==> src/rtl/emulib_burst_packer_if.sv <==
// Handshake bundle for the burst packer: narrow beat input side and
// packed word output side, grouped so master drives beats and takes words.
interface emulib_burst_packer_if #(
    parameter int IN_WIDTH = 8,
    parameter int RATIO    = 4
);
    localparam int OUT_WIDTH = IN_WIDTH * RATIO;
    localparam int IDXW      = (RATIO > 1) ? $clog2(RATIO) : 1;

    logic                 ivalid;
    logic                 iready;
    logic [IN_WIDTH-1:0]  idata;
    logic                 ilast;
    logic                 ovalid;
    logic                 oready;
    logic [OUT_WIDTH-1:0] odata;
    logic                 olast;
    logic [IDXW:0]        ocount;

    modport master (
        output ivalid, idata, ilast, oready,
        input  iready, ovalid, odata, olast, ocount
    );

    modport slave (
        input  ivalid, idata, ilast, oready,
        output iready, ovalid, odata, olast, ocount
    );
endinterface

==> src/rtl/emulib_burst_packer.sv <==
// Width upsizer: packs RATIO narrow beats into one wide word, lane 0 first;
// a burst end flushes a partial word early with zeroed upper lanes.
module emulib_burst_packer #(
    parameter int IN_WIDTH = 8,
    parameter int RATIO    = 4
) (
    input logic clk,
    input logic rst,
    emulib_burst_packer_if.slave bus
);
    localparam int OUT_WIDTH = IN_WIDTH * RATIO;
    localparam int IDXW      = (RATIO > 1) ? $clog2(RATIO) : 1;
    localparam logic [IDXW-1:0] LAST_IDX = IDXW'(RATIO - 1);

    logic [OUT_WIDTH-1:0] pack_data;
    logic [IDXW-1:0]      idx;
    logic [OUT_WIDTH-1:0] odata_q;
    logic                 olast_q;
    logic [IDXW:0]        ocount_q;
    logic                 ovalid_q;

    logic                 accept;
    logic                 complete;
    logic [OUT_WIDTH-1:0] merged;

    // Ready depends only on the output register, never on the input beat.
    assign bus.iready = !ovalid_q || bus.oready;
    assign accept     = bus.ivalid && bus.iready;
    assign complete   = accept && (idx == LAST_IDX || bus.ilast);

    always_comb begin
        merged = pack_data;
        merged[idx*IN_WIDTH +: IN_WIDTH] = bus.idata;
    end

    always_ff @(posedge clk) begin
        if (rst) begin
            pack_data <= '0;
            idx       <= '0;
            odata_q   <= '0;
            olast_q   <= 1'b0;
            ocount_q  <= '0;
            ovalid_q  <= 1'b0;
        end else if (complete) begin
            odata_q   <= merged;
            olast_q   <= bus.ilast;
            ocount_q  <= {1'b0, idx} + (IDXW+1)'(1);
            ovalid_q  <= 1'b1;
            pack_data <= '0;
            idx       <= '0;
        end else begin
            if (accept) begin
                pack_data <= merged;
                idx       <= idx + IDXW'(1);
            end
            if (ovalid_q && bus.oready) begin
                ovalid_q <= 1'b0;
            end
        end
    end

    assign bus.odata  = odata_q;
    assign bus.olast  = olast_q;
    assign bus.ocount = ocount_q;
    assign bus.ovalid = ovalid_q;
endmodule

==> src/flat_wrapper.sv <==
// flat-port wrapper written by rule: the top's interface ports become plain ports
module emulib_burst_packer_flat 
#(
    parameter int IN_WIDTH = 8,
    parameter int RATIO    = 4
)
  (clk, rst, bus_ivalid, bus_idata, bus_ilast, bus_oready, bus_iready, bus_ovalid, bus_odata, bus_olast, bus_ocount);
  emulib_burst_packer_if #(.IN_WIDTH(IN_WIDTH), .RATIO(RATIO)) bus_i ();
  input logic clk;
  input logic rst;
  input wire logic [$bits(bus_i.ivalid)-1:0] bus_ivalid;
  input wire logic [$bits(bus_i.idata)-1:0] bus_idata;
  input wire logic [$bits(bus_i.ilast)-1:0] bus_ilast;
  input wire logic [$bits(bus_i.oready)-1:0] bus_oready;
  output wire logic [$bits(bus_i.iready)-1:0] bus_iready;
  output wire logic [$bits(bus_i.ovalid)-1:0] bus_ovalid;
  output wire logic [$bits(bus_i.odata)-1:0] bus_odata;
  output wire logic [$bits(bus_i.olast)-1:0] bus_olast;
  output wire logic [$bits(bus_i.ocount)-1:0] bus_ocount;
  assign bus_i.ivalid = bus_ivalid;
  assign bus_i.idata = bus_idata;
  assign bus_i.ilast = bus_ilast;
  assign bus_i.oready = bus_oready;
  assign bus_iready = bus_i.iready;
  assign bus_ovalid = bus_i.ovalid;
  assign bus_odata = bus_i.odata;
  assign bus_olast = bus_i.olast;
  assign bus_ocount = bus_i.ocount;
  emulib_burst_packer #(.IN_WIDTH(IN_WIDTH), .RATIO(RATIO)) u_core (.clk(clk), .rst(rst), .bus(bus_i));
endmodule
==> config.mk <==
export PLATFORM = sky130hd
export DESIGN_NAME = emulib_burst_packer_flat
export DESIGN_NICKNAME = d
export VERILOG_FILES = /design/src/rtl/emulib_burst_packer_if.sv /design/src/rtl/emulib_burst_packer.sv /design/src/flat_wrapper.sv
export SDC_FILE = /design/constraint.sdc
export NUM_CORES = 1
export LEC_CHECK = 0
export ABC_AREA = 0
export CORE_ASPECT_RATIO = 0.6
export CORE_UTILIZATION = 45
export DETAILED_ROUTE_END_ITERATION = 16
export HOLD_SLACK_MARGIN = 0.08
export PLACE_DENSITY = 0.72
export SETUP_SLACK_MARGIN = 0.5
export SLEW_MARGIN = 20
export SYNTH_ARGS = -nofsm -noshare
export SYNTH_HDL_FRONTEND = slang
export SYNTH_SLANG_ARGS = --single-unit
==> constraint.sdc <==
create_clock -name clk -period 1.9 [get_ports clk]
set_clock_uncertainty 0.15 [all_clocks]
set_input_delay 0.475 -clock clk [delete_from_list [all_inputs] [get_ports clk]]
set_output_delay 0.475 -clock clk [all_outputs]
set_load 0.01 [all_outputs]
Yosys cells after proc, flatten, opt, wreduce, memory -nomap -nowiden
Cells that the tools add are included.
{"block": "totals", "input_bits": 13, "ff_bits": 71, "word_cells": 23}
{"block": "classes", "n_eq_ne": 1, "reduce_logical": 8, "muxes": 3, "n_addsub": 3, "shifts": 2}
{"cell": "negator 5 -> 34 bit", "count": 1}
{"cell": "variable shift 8 x 34 -> 32 bit, first input constant", "count": 1}
{"cell": "indexed part select 8 x 34 -> 32 bit", "count": 1}
{"cell": "bitwise mux 32 bit", "count": 1}
{"cell": "adder 2 x 1 -> 3 bit, second input constant", "count": 1}
{"cell": "logical AND 1 bit", "count": 3}
{"cell": "adder 2 x 1 -> 2 bit, second input constant", "count": 1}
{"cell": "== test 2 bit, second input constant", "count": 1}
{"cell": "logical OR 1 bit", "count": 2}
{"cell": "two-way mux 1 bit", "count": 2}
{"cell": "nonzero test 2 bit", "count": 1}
{"cell": "OR reduction 2 bit", "count": 1}
{"cell": "zero test 1 bit", "count": 1}

Longest topological paths before layout
{"block": "logic_depth", "depth_word": 5, "mapped_depth": 8, "mapped_depth_nobuf": 6}

Worst setup path before layout
No wires, ideal clock.
{"block": "synth_path", "kind": "reg2reg", "from": "reg u_core.idx[0]", "to": "reg u_core.pack_data[26]", "path_buffers": 1, "path_stages_with_launch": 8, "required_ns": 1.622, "path_slack_ns": -0.008, "setup_ns": 0.128, "synth_period_minus_slack_ns": 1.908, "arrival_ns": 1.631, "path_cell_list": "dfxtp_1 -> inv_2 -> ha_1 -> and4bb_1 -> buf_4 -> and2b_1 -> a32oi_1 -> nor2_1"}
{"block": "synth_via", "elab_chain_len": 4}
{"item": "start, declared", "line": "emulib_burst_packer.sv:16", "source": "logic [IDXW-1:0] idx;"}
{"item": "start signal, assigned", "line": "emulib_burst_packer.sv:54", "source": "idx <= idx + IDXW'(1);"}
{"item": "parallel branches: the longest is 4 deep, another holds negator 5 -> 34 bit"}
{"item": "end signal, assigned", "line": "emulib_burst_packer.sv:53", "source": "pack_data <= merged;"}
{"item": "end, declared", "line": "emulib_burst_packer.sv:15", "source": "logic [OUT_WIDTH-1:0] pack_data;"}
Parallel ways; which one is timed is not known.
A chain may end at the register's enable or synchronous reset.

Worst setup path after layout
{"block": "layout_path", "from": "reg u_core.idx[1]", "to": "reg u_core.pack_data[18]"}
The elaborated chain is that of the path after synthesis.

==> metrics.cfg <==
[run_status]
status = completed

[global_route]
grt_pass1_wl_um = 13600
grt_start_max_net_pins = 19
grt_pass1_vias = 2714
overflow = 0
track_usage_pct = 25.9
antenna_found_initial = 0

[placement]
dp_hpwl_um = 5140
preCtsSetupSlack_ns = -0.287
io_buffers = 50
gp_congestion = 0.793
post-place-cells = 475

[timing]
hold_ws_ns = 0.300
fmax_mhz = 563
min_period_ns = 1.78
grt_setup_unrepaired = yes
hold_viol = 0
worst_slack_ns = 0.123
slew_viol_final = 0
setup_viol = 0
fin_crit_sh_pct = 93.5
final.setup.tns_ns = 0
slew_headroom_pct = 63.5
worst-slew-pin-transition_ns = 0.545

[die]
fp.dieArea_mm2 = 0.00692
die_w_um = 107
fp-row-count = 22
boundaryPins = 51
coreArea_mm2 = 0.00622
initial_utilization_pct = 47.6
fp.dieH_um = 64.8

[clock_network]
clk_latency_ns = 0.34
numCtsBuffers = 9
cts_buffer_depth = 2
cts_tree = yes
clock_sinks = 71
h-tree-depth = 3
cts.clk_slew.worst_paths_ns = 0.08
clock-root-buffer = clkbuf_8

[power]
cellPowerDensity_mw_per_mm2 = 780
irDropWorstVdd_mv = 0.569
p_leak_nw = 1.65

[drt]
wl_per_cell_um = 17.3
dr.pass1.iters = 4
drt_wl_total_um = 8830
detail-route-antenna-nets = 0
via_count = 2822
drt-initial-drc-count = 213
drcViolationCount = 0
via_per_inst = 5.54

[layout]
final_util_pct = 73.5
area_delta_synth_final_pct = 54.5
final_nets = 439
fin_cells = 509
diodes = 0
drive_gt1_share_pct = 44.7

[synth]
syn-cell-area_mm2 = 0.00296
ys_seq_area_share_pct = 48.0
synth.area.top_cells = dfxtp_1, nand2_1, o21ai_1
synthAdderAreaFrac_pct = 2.54
synth-edff-count = 0
yosysWarnings = 0
synth_ff_type = dfxtp_1
syn_area_per_cell_um2 = 8.53
synth_nets = 366
yosys-top-cells-count = dfxtp_1, nand2_1, o21ai_1, a21oi_1
ys_ff_latch = 71
synth_cell_types = 35
synth_top_area_share_pct = 48.0
muxShareOfSynthArea_pct = 0.677
synth_compound_area_share_pct = 21.3
synth.largest_area_cell = dfxtp_1
synth_cells = 347
synth_top_family_by_area = simple AND/OR/NAND/NOR gates
yosysMostFrequentCell = dfxtp_1
synth_simple_gate_area_share_pct = 21.6
synth_async_sr_flop_share_pct = 0
synth_xor_area_share_pct = 0.296

[setup_path]
worstPathMaxFanout = 6
path_class = flop to flop
reg2reg_to = u_core.pack_data[18]
arrival_ns = 1.91
required_ns = 2.03
critPathLaunch = u_core.idx[1]
crit_end = u_core.pack_data[18]
r2r_slack_ns = 0.12
worst-r2r-cell-count = 7
worst_setup_path_end_kind = flop
worstReg2RegStart = u_core.idx[1]
start_kind = flop

[worst_hold_path]
hold_class = flop to flop

[flow_run]
max_cap_viol_count = 0

critical path: stages, from the launching register on:
cell and delay [ns]:
dfxtp_4 0.39, inv_4 0.06, ha_4 0.29, nand3b_1 0.19, nor4b_4 0.25, buf_4 0.18, a22oi_1 0.09, nor2_1 0.12
where the power goes:
group / internal (mW) / leakage [nW] / switching (mW)
Sequential: 1.52 / 0.594 / 0.0236
Combinational: 0.268 / 0.940 / 0.315
Clock: 0.876 / 0.114 / 0.565
Total: 2.66 / 1.65 / 0.903
metal layers:
metal,GRT usage [%],vias up,wire length (um)
met3,6.34,12,707
met1,35.4,1335,4050
met2,40.2,109,4010
met4,8.22,0,65
met5,0,-,0
li1,-,1366,-
through the flow:
stage                     power, mW  cell area, um^2
after global placement         2.00             3750
after floorplan                1.86             3150
final                          3.56             4570
after CTS                      3.51             4310
after detailed placement       2.00             3750
after global routing           3.67             4570
sequential cells by signal (all words and copies together), names as in the netlist:
signal and count:
u_core.bus.ocount 3, u_core.pack_data 32, u_core.bus.olast 1, u_core.bus.ovalid 1, u_core.idx 2, u_core.bus.odata 32
timing repair:
action | 4_1_cts | 5_1_grt
hold buffers | 0 | 0
resized for setup | 257 | 35
pin swaps | 8 | 13
hold endpoints to repair | 0 | 0
buffers inserted | 7 | 7
setup endpoints to repair | 109 | 109
gates cloned | 3 | 1
cell type report:
cell class | instances | area, um^2
clock buffer | 11 | 131
clock inverter | 5 | 106
fill | 468 | 1650
inverter | 6 | 33.8
multi-input combinational | 243 | 1710
sequential | 71 | 1480
tap | 84 | 105
timing repair buffer | 89 | 1010
logic make-up (layout without fill, tap and decap cells):
logic type	Yosys count	in the layout
flip-flops	71	71
multiplexers	2	2
buffers and inverters	34	111
XOR/XNOR	1	1
AO/OA/AOI/OAI	104	104
AND/OR/NAND/NOR	129	130
adder cells (fa/ha/maj)	6	6
cell usage in the layout (no fill, tap or decap), types with 2 or more instances in the layout:
master and count:
buf_16 2, or2_4 3, inv_1 2, a22oi_1 14, clkbuf_1 2, a32oi_2 2, clkdlybuf4s50_1 10, a21oi_1 20
dfxtp_2 36, o21ai_1 35, dfxtp_1 32, nand2b_4 3, nor2_1 18, buf_12 6, mux2i_1 2, ha_2 2
nand3_2 6, a32oi_1 4, buf_4 21, a22oi_2 7, clkinvlp_4 2, and3_4 2, a31oi_1 10, a31oi_4 4
nand3_4 3, nand2_1 53, buf_6 46, clkbuf_8 9, ha_4 3, nor3_4 2, nor2_4 2, nand3_1 12
nor2b_1 14, dfxtp_4 3, a21oi_2 6, bufinv_16 3
worst min path at each step:
| stage | startpoint | end | cells after the start |
|---|---|---|---|
| final | u_core.pack_data[5] | u_core.pack_data[5] | 2 |
| after floorplan | u_core.pack_data[0] | u_core.pack_data[0] | 2 |
| after global routing | u_core.bus.odata[16] | u_core.bus.odata[16] | 2 |
| after detailed placement | u_core.pack_data[11] | u_core.pack_data[11] | 2 |
| after CTS | u_core.pack_data[7] | u_core.pack_data[7] | 2 |
| after global placement | u_core.pack_data[3] | u_core.pack_data[3] | 2 |
Power figures use the tool's default switching activity.
